File: config.mk
export PLATFORM = sky130hd
export DESIGN_NAME = id_decode_regfile
export DESIGN_NICKNAME = d
export VERILOG_FILES = /design/src/rtl/id_decode_regfile_pkg.sv /design/src/rtl/id_decode_regfile_alu_ctrl.sv /design/src/rtl/id_decode_regfile_main_ctrl.sv /design/src/rtl/id_decode_regfile_reg_file.sv /design/src/rtl/id_decode_regfile.sv
export SDC_FILE = /design/constraint.sdc
export NUM_CORES = 2
export LEC_CHECK = 0
export CORE_ASPECT_RATIO = 0.7
export CORE_MARGIN = 8
export CORE_UTILIZATION = 45
export DETAILED_ROUTE_END_ITERATION = 7
export HOLD_SLACK_MARGIN = 0.1
export PLACE_DENSITY = 0.74
export SYNTH_ARGS = -nofsm -noshare
export SYNTH_HDL_FRONTEND = slang
export SYNTH_SLANG_ARGS = --single-unit
File: constraint.sdc
create_clock -name clock -period 31.3 [get_ports clock]
set_clock_uncertainty 0.1 [all_clocks]
set_input_delay 3.13 -clock clock [delete_from_list [all_inputs] [get_ports clock]]
set_output_delay 3.13 -clock clock [all_outputs]
set_load 0.01 [all_outputs]
File: src/rtl/id_decode_regfile_pkg.sv
// Shared decode constants and the control-signal bundle carried down the pipeline.
// Opcode/funct encodings, ALUOp and ALU-control codes, and the signal_t struct.
package id_pkg;

    localparam logic [5:0] OP_RTYPE = 6'b000000;
    localparam logic [5:0] OP_J     = 6'b000010;
    localparam logic [5:0] OP_JAL   = 6'b000011;
    localparam logic [5:0] OP_BEQ   = 6'b000100;
    localparam logic [5:0] OP_ADDI  = 6'b001000;
    localparam logic [5:0] OP_ADDIU = 6'b001001;
    localparam logic [5:0] OP_ORI   = 6'b001101;
    localparam logic [5:0] OP_LUI   = 6'b001111;
    localparam logic [5:0] OP_LW    = 6'b100011;
    localparam logic [5:0] OP_SW    = 6'b101011;

    localparam logic [5:0] FN_JR      = 6'b001000;
    localparam logic [5:0] FN_SYSCALL = 6'b001100;
    localparam logic [5:0] FN_ADD     = 6'b100000;
    localparam logic [5:0] FN_ADDU    = 6'b100001;
    localparam logic [5:0] FN_SUB     = 6'b100010;
    localparam logic [5:0] FN_SUBU    = 6'b100011;
    localparam logic [5:0] FN_AND     = 6'b100100;
    localparam logic [5:0] FN_OR      = 6'b100101;
    localparam logic [5:0] FN_SLT     = 6'b101010;

    localparam logic [2:0] ALUOP_ADD   = 3'b000;
    localparam logic [2:0] ALUOP_SUB   = 3'b001;
    localparam logic [2:0] ALUOP_FUNCT = 3'b010;
    localparam logic [2:0] ALUOP_OR    = 3'b011;
    localparam logic [2:0] ALUOP_LUI   = 3'b100;

    localparam logic [3:0] ALU_AND = 4'b0000;
    localparam logic [3:0] ALU_OR  = 4'b0001;
    localparam logic [3:0] ALU_ADD = 4'b0010;
    localparam logic [3:0] ALU_SUB = 4'b0110;
    localparam logic [3:0] ALU_SLT = 4'b0111;
    localparam logic [3:0] ALU_LUI = 4'b1000;

    typedef struct packed {
        logic       RegDst;
        logic       ALUSrc;
        logic [2:0] ALUOp;
        logic       MemtoReg;
        logic       RegWrite;
        logic       MemRead;
        logic       MemWrite;
        logic       Branch;
        logic       jump;
        logic       jr;
        logic       func;
        logic       finish;
    } signal_t;

endpackage

File: src/rtl/id_decode_regfile_alu_ctrl.sv
// ALU-control decode: ALUOp plus funct to the 4-bit EX operation code.
// EX zero-extends the immediate only for the OR code, so ori must map there.
module alu_ctrl
    import id_pkg::*;
(
    input  logic [2:0] i_alu_op,
    input  logic [5:0] i_funct,
    output logic [3:0] o_alu_ctrl
);

    logic [3:0] w_funct_ctrl;

    always_comb begin
        w_funct_ctrl = ALU_ADD;
        case (i_funct)
            FN_ADD, FN_ADDU: w_funct_ctrl = ALU_ADD;
            FN_SUB, FN_SUBU: w_funct_ctrl = ALU_SUB;
            FN_AND:          w_funct_ctrl = ALU_AND;
            FN_OR:           w_funct_ctrl = ALU_OR;
            FN_SLT:          w_funct_ctrl = ALU_SLT;
            default:         w_funct_ctrl = ALU_ADD;
        endcase
    end

    always_comb begin
        o_alu_ctrl = ALU_ADD;
        case (i_alu_op)
            ALUOP_ADD:   o_alu_ctrl = ALU_ADD;
            ALUOP_SUB:   o_alu_ctrl = ALU_SUB;
            ALUOP_FUNCT: o_alu_ctrl = w_funct_ctrl;
            ALUOP_OR:    o_alu_ctrl = ALU_OR;
            ALUOP_LUI:   o_alu_ctrl = ALU_LUI;
            default:     o_alu_ctrl = ALU_ADD;
        endcase
    end

endmodule

File: src/rtl/id_decode_regfile_main_ctrl.sv
// Main control decode: opcode (and funct for jr/syscall) to the signal_t bundle.
// Unknown opcodes decode to an all-zero bubble.
module main_ctrl
    import id_pkg::*;
(
    input  logic [5:0] i_opcode,
    input  logic [5:0] i_funct,
    output signal_t    o_sig
);

    always_comb begin
        o_sig = '0;
        case (i_opcode)
            OP_RTYPE: begin
                o_sig.ALUOp = ALUOP_FUNCT;
                if (i_funct == FN_JR) begin
                    o_sig.jr = 1'b1;
                end else if (i_funct == FN_SYSCALL) begin
                    o_sig.finish = 1'b1;
                end else begin
                    o_sig.RegDst   = 1'b1;
                    o_sig.RegWrite = 1'b1;
                end
            end
            OP_LW: begin
                o_sig.ALUSrc   = 1'b1;
                o_sig.MemtoReg = 1'b1;
                o_sig.RegWrite = 1'b1;
                o_sig.MemRead  = 1'b1;
                o_sig.ALUOp    = ALUOP_ADD;
            end
            OP_SW: begin
                o_sig.ALUSrc   = 1'b1;
                o_sig.MemWrite = 1'b1;
                o_sig.ALUOp    = ALUOP_ADD;
            end
            OP_BEQ: begin
                o_sig.Branch = 1'b1;
                o_sig.ALUOp  = ALUOP_SUB;
            end
            OP_ADDI, OP_ADDIU: begin
                o_sig.ALUSrc   = 1'b1;
                o_sig.RegWrite = 1'b1;
                o_sig.ALUOp    = ALUOP_ADD;
            end
            OP_ORI: begin
                o_sig.ALUSrc   = 1'b1;
                o_sig.RegWrite = 1'b1;
                o_sig.ALUOp    = ALUOP_OR;
            end
            OP_LUI: begin
                o_sig.ALUSrc   = 1'b1;
                o_sig.RegWrite = 1'b1;
                o_sig.ALUOp    = ALUOP_LUI;
            end
            OP_J: begin
                o_sig.jump = 1'b1;
            end
            // Destination $31 and the pc+8 link value are selected downstream.
            OP_JAL: begin
                o_sig.jump     = 1'b1;
                o_sig.func     = 1'b1;
                o_sig.RegWrite = 1'b1;
            end
            default: o_sig = '0;
        endcase
    end

endmodule

File: src/rtl/id_decode_regfile_reg_file.sv
// 32x32 register file with two combinational write-through read ports.
// $0 is hard-wired to zero; reset clears storage asynchronously and blocks writes.
module reg_file (
    input  logic        i_clock,
    input  logic        i_reset,
    input  logic [4:0]  i_rs,
    input  logic [4:0]  i_rt,
    input  logic [31:0] i_wb_pc,
    input  logic [4:0]  i_wb_rd,
    input  logic        i_wb_regwrite,
    input  logic [31:0] i_wb_data,
    output logic [31:0] o_reg1,
    output logic [31:0] o_reg2
);

    logic [31:0] r_regs [0:31];
    logic        w_wr_en;

    assign w_wr_en = i_wb_regwrite && (i_wb_rd != 5'd0) && !i_reset;

    always_ff @(posedge i_clock or posedge i_reset) begin
        if (i_reset) begin
            for (int i = 0; i < 32; i++) begin
                r_regs[i] <= '0;
            end
        end else if (w_wr_en) begin
            r_regs[i_wb_rd] <= i_wb_data;
        end
    end

    // Forward the WB value so an instruction reading its producer's target in ID sees it now.
    always_comb begin
        if (i_rs == 5'd0)
            o_reg1 = '0;
        else if (w_wr_en && i_wb_rd == i_rs)
            o_reg1 = i_wb_data;
        else
            o_reg1 = r_regs[i_rs];
    end

    always_comb begin
        if (i_rt == 5'd0)
            o_reg2 = '0;
        else if (w_wr_en && i_wb_rd == i_rt)
            o_reg2 = i_wb_data;
        else
            o_reg2 = r_regs[i_rt];
    end

`ifndef SYNTHESIS
    always @(posedge i_clock) begin
        if (w_wr_en)
            $display("@%h: $%d <= %h", i_wb_pc, i_wb_rd, i_wb_data);
    end
`endif

endmodule

File: src/rtl/id_decode_regfile.sv
// ID stage: main decode, ALU-control decode and the register file, wired together.
// Everything except register contents is combinational on inst.
module id_decode_regfile
    import id_pkg::*;
(
    input  logic        clock,
    input  logic        reset,
    input  logic [31:0] inst,
    input  logic [31:0] wb_pc,
    input  logic [4:0]  wb_rd,
    input  logic        wb_regwrite,
    input  logic [31:0] wb_data,
    output signal_t     sig,
    output logic [3:0]  alu_ctrl,
    output logic [31:0] reg1,
    output logic [31:0] reg2
);

    signal_t w_sig;
    logic    w_unused_bits;

    // rd, shamt and the immediate are consumed by later stages, not here.
    assign w_unused_bits = ^inst[15:6];

    main_ctrl u_main_ctrl (
        .i_opcode (inst[31:26]),
        .i_funct  (inst[5:0]),
        .o_sig    (w_sig)
    );

    alu_ctrl u_alu_ctrl (
        .i_alu_op   (w_sig.ALUOp),
        .i_funct    (inst[5:0]),
        .o_alu_ctrl (alu_ctrl)
    );

    reg_file u_reg_file (
        .i_clock       (clock),
        .i_reset       (reset),
        .i_rs          (inst[25:21]),
        .i_rt          (inst[20:16]),
        .i_wb_pc       (wb_pc),
        .i_wb_rd       (wb_rd),
        .i_wb_regwrite (wb_regwrite),
        .i_wb_data     (wb_data),
        .o_reg1        (reg1),
        .o_reg2        (reg2)
    );

    assign sig = w_sig;

endmodule

# Yosys cells after proc, flatten, opt, wreduce, memory -nomap -nowiden
# Index checks and enable logic that the tools add are counted.
# Widths: inputs -> output; s select.
# word_totals
inputBits	104
ram_bits	0
memories	0
word_cells	106
latch_bits	0
out_inout_bits	82
mem_bits_ro	0
reg_bits	1024
# classes
reduce_logical	14
n_addsub	0
n_mux	31
shifts	0
mul	0
order_cmp	4
bitwise_logic	3
div	0
n_eq_ne	22
# ops
op	n
$bwmux 1024	1
$bmux 32 s5	2
$mux 32	9
$demux 32 s5	1
$eq 6x6->1 const B	7
$eq 6x4->1 const B	6
$pmux 3 s4	2
$ge 6x6->1 const B	3
$not 5->6	3
$pmux 4 s4	1
$mux 1	14
$eq 6x2->1 const B	2
$reduce_or 6->1	2
$eq 5x5->1	2
$logic_not 5->1	2
$eq 3x2->1 const B	2
$eq 6x3->1 const B	1
$logic_not 6->1	1
$lt 6x1->1 const B	1
$logic_and 1x1->1	5
$reduce_bool 5->1	1
$reduce_or 2->1	2
$eq 3x1->1 const B	1
$eq 3x3->1 const B	1
other kinds (2)	2

# Depth between registers and ports, before layout
# depth
depth_word	6
mapped_depth	9

# Modules after synthesis
# A second synthesis with hierarchy kept.
# unflattened
hier_cells	4070
hier_area_um2	55862.3
# modules_own_cells
module	cells_per_inst	area_each_um2	instances	seq_area_each_um2
reg_file	4016	55513.2	1	25624.6
main_ctrl	38	254.0	1	0.0
alu_ctrl	16	95.1	1	0.0

# Least setup slack after synthesis
# OpenSTA, ideal clock, no wires.
# synth_path
path_type	input to output
start	in inst[21]
end	out reg1[0]
setup_slack_ns	23.385
cell_stages	7
arrival_time_ns	4.685
path_cell_list	buf_4 -> buf_6 -> buf_6 -> buf_2 -> mux4_2 -> o221ai_1 -> a31oi_1
# synth_via
elab_chain_cells	6
word_cells_on_any_way	9
classes_between	eq/ne (1); mux (5); bitwise (1); reduce/logical (2)
# synth_rtl
item	line	text
start: declaration	id_decode_regfile.sv:8	input logic [31:0] inst,
$not 5->6 (implied by the code)	id_decode_regfile_reg_file.sv:38	o_reg1 = r_regs[i_rs];
$bmux 32 s5	id_decode_regfile_reg_file.sv:38	
$mux 32 (implied by the code) (2 in a row)	id_decode_regfile_reg_file.sv:38	
$mux 32	id_decode_regfile_reg_file.sv:35	else if (w_wr_en && i_wb_rd == i_rs)
$mux 32 *	id_decode_regfile_reg_file.sv:33	if (i_rs == 5'd0)
end: declaration	id_decode_regfile.sv:15	output logic [31:0] reg1,
# Every way passes the cells marked *; elsewhere a longest branch is shown, timed or not. The select of a mux whose other input is x is not followed.

# Worst setup path in the final report
# layout_path
start	in inst[21]
end	out reg1[3]
# Same word-level chain as after synthesis.

==> metrics.txt <==
post-synthesis sequential area ratio=0.460; vias in the first global route=38300; CP endpoint kind=primary output; syn avg cell area=roughly 14 um2; met2 WL=74800 um; Nets=around 4000; largest net degree at the start of global routing=approximately 190; unrepaired setup endpoints after global routing=false; top layer in use=met5; Leak=between 20 and 30 nW; maximum vdd drop=45.2 uV; Top FF cell, synth=dfrtp_1; Post-synth ARST share=1.00; DRC viols=0; via count=around 38000; DR iter-0 viols=around 4600; Inserted Clock Buffers=95; core area=0.123 mm2; Post-CTS Setup Inserts=0; Largest register FFs=approximately 1000; Synthesized Nets=4106; commonest non-fill, non-tap cell in the layout=mux2_2; gate count of the mapped netlist=4002; post-route ant nets=0; Power Density=around 57 mW/mm2; synthesized area=between 0.05 and 0.06 mm2; CP bufs+invs=5; Post-CTS Hold Fix Bufs=0; commonest non-fill, non-tap cells in the layout=1146 x mux2_2, 1024 x dfrtp_1, 344 x mux4_2; pre-CTS WS=19.74 ns; count of different cell masters after synthesis=57; DR WL/cell=30.9 um; clock slew at reported path FFs=about 0.060 ns; Final WS setup=20.02 ns; # IOs=186; Setup TNS=0 ns; GP Congestion=roughly 0.86; drt first pass iters=5; hpwl dp=between 100000 and 150000 um; initial antenna violation count=10; Power, Total=roughly 3.5 mW; CP cell instances=buf_8 > buf_12 > buf_4 > buf_4 > mux4_2 > o22ai_1 > nor3_1 > nor2_1 > a221oi_1 > clkdlybuf4s50_1; layout cell share with drive strength beyond 1=0.460; status=finished, final reports clean; R2R Setup Slk=slightly above 30 ns; routed length on met3=slightly below 20000 um; hold slack=~0.3 ns; Synth warnings=0; Total GRT Usage=0.252; vias per cell=6.69; hold crit path type=reg2reg; final wirelength=roughly 170000 um; Max Clock Freq=88.6 MHz; Port Buffer Count=143; Comb pwr share=0.176; FF-to-FF Start=u_reg_file.r_regs[378]$_DFFE_PP0P_; most flop-heavy register=u_reg_file.r_regs; Post-Place Cells=between 5000 and 6000; Chip Height=between 300 and 400 um; starting density of the core=0.451; minimum clock period=around 11 ns; top flop regs=u_reg_file.r_regs x1024; Core Rows=roughly 110; MaxCap Viol Count=0; sequential power share=0.465; total die area=about 0.14 mm2; CP startpoint=inst[21]; TritonCTS Sinks=~1000; die width=~440 um; Slew @ Worst Pin=around 1.3 ns; Crit path max-delay family=buffers and inverters; Sw Share=0.268; H-tree levels=3; Final Non-Filler Cells=5630; total grt overflow=0; WS Path Type=in2out; Post-CTS Resized=0; Post-synth EDFFs=0; Seq cells post-synth=1024; CP dominant cell by count=buf_4; M1 wire length=71700 um; Clk pwr share=0.358; Rel. slew slack=0.126; Slowest-stage cell, CP=buf_4; Root Buffer=clkbuf_16; WP data required=around 28 ns; Finish-stage setup viols=0; Critical Path Max Stage Delay=~0.87 ns; Tcrit/Tclk final=0.360; Final Hold Vio Count=0; CTS tree=built; Area Growth Syn to Fin=10.2%; clk_lat worst skew=around 0.72 ns; CP arrival=between 8 and 9 ns; Int Power=about 2.5 mW; P_sw=0.931 mW; Startpoint Class=primary input; fin. max-slew vios=0; first-pass GRT wire length=257000 um; hold_sp=u_reg_file.r_regs[1022]$_DFFE_PP0P_; maximum fanout along the worst path=107; worst-case clock buffer depth=3
## kinds of logic after synthesis
logic type,synth area share
xor gates and xnor gates,0.00173
AOI/OAI and AO/OA,0.0595
and+or+nand+nor,0.0296
buffers and inverters,0.0418
DFF,0.460
muxes,0.407
## cell type report
| type | instances | area, um2 |
|---|---|---|
| flip-flops and latches | 1024 | 25600 |
| repair buffers | 259 | 2370 |
| multi-input cells | 2517 | 28000 |
| inverters | 6 | 26.3 |
| diodes | 5 | 12.5 |
| well taps | 1650 | 2060 |
| clock buffers | 130 | 2770 |
| clock inverters | 39 | 513 |
| fillers | 10400 | 62000 |
## metrics by stage
stage / cell area, um2 / util
after floorplan: 55700 / -
after global placement: 58000 / 0.470
after detailed placement: 58000 / 0.470
after CTS: 61300 / 0.497
after global routing: 61300 / 0.497
final: 61300 / 0.497
## synth_stat cells, drive strengths merged (6+ instances only)
library cell / instances / area share
clkbuf: 221 / 0.015
dfrtp: 1024 / 0.46
mux2i: 192 / 0.035
a221oi: 49 / 0.0077
a211oi: 36 / 0.0051
buf: 234 / 0.027
nor4: 31 / 0.0036
xnor2: 11 / 0.0017
a21oi: 42 / 0.0038
o21ai: 64 / 0.0058
mux4: 344 / 0.14
a31oi: 7 / 0.00079
o221ai: 44 / 0.0069
a22o: 10 / 0.0016
nand3: 10 / 0.00090
o21a: 31 / 0.0042
nor3b: 6 / 0.00090
mux2: 1154 / 0.23
o22ai: 133 / 0.015
nor3: 78 / 0.0071
nand3b: 6 / 0.00081
a221o: 24 / 0.0043
nor2b: 7 / 0.00079
a2111oi: 6 / 0.00094
nand2b: 9 / 0.0010
nor2: 144 / 0.0098
nand2: 35 / 0.0024
## metal layers
layer  vias up  track usage
met5         -            0
met3       482       0.0739
met2      2106        0.366
met1     19900        0.353
met4         6        0.109
li1      15200            -
## power by group through the flow
stage / clock network (mW) / registers (mW) / logic (mW)
after floorplan: 0 / 1.60 / 0.470
after global placement: 0 / 1.62 / 0.593
after detailed placement: 0 / 1.64 / 0.609
after CTS: 1.26 / 1.61 / 0.611
after global routing: 1.31 / 1.64 / 0.654
final: 1.25 / 1.62 / 0.613
## path summary, 6_finish.rpt
| path | to | cells after the start |
|---|---|---|
| max in group asynchronous | u_reg_file.r_regs[396]$_DFFE_PP0P_ | 5 |
| worst min register to register | u_reg_file.r_regs[1022]$_DFFE_PP0P_ | 0 |
| worst max register to register | u_reg_file.r_regs[378]$_DFFE_PP0P_ | 1 |
| worst min-delay path | u_reg_file.r_regs[1022]$_DFFE_PP0P_ | 0 |
| min in group asynchronous | u_reg_file.r_regs[456]$_DFFE_PP0P_ | 2 |
| worst max-delay path | reg1[3] | 10 |
Power figures use the tool's default switching activity.
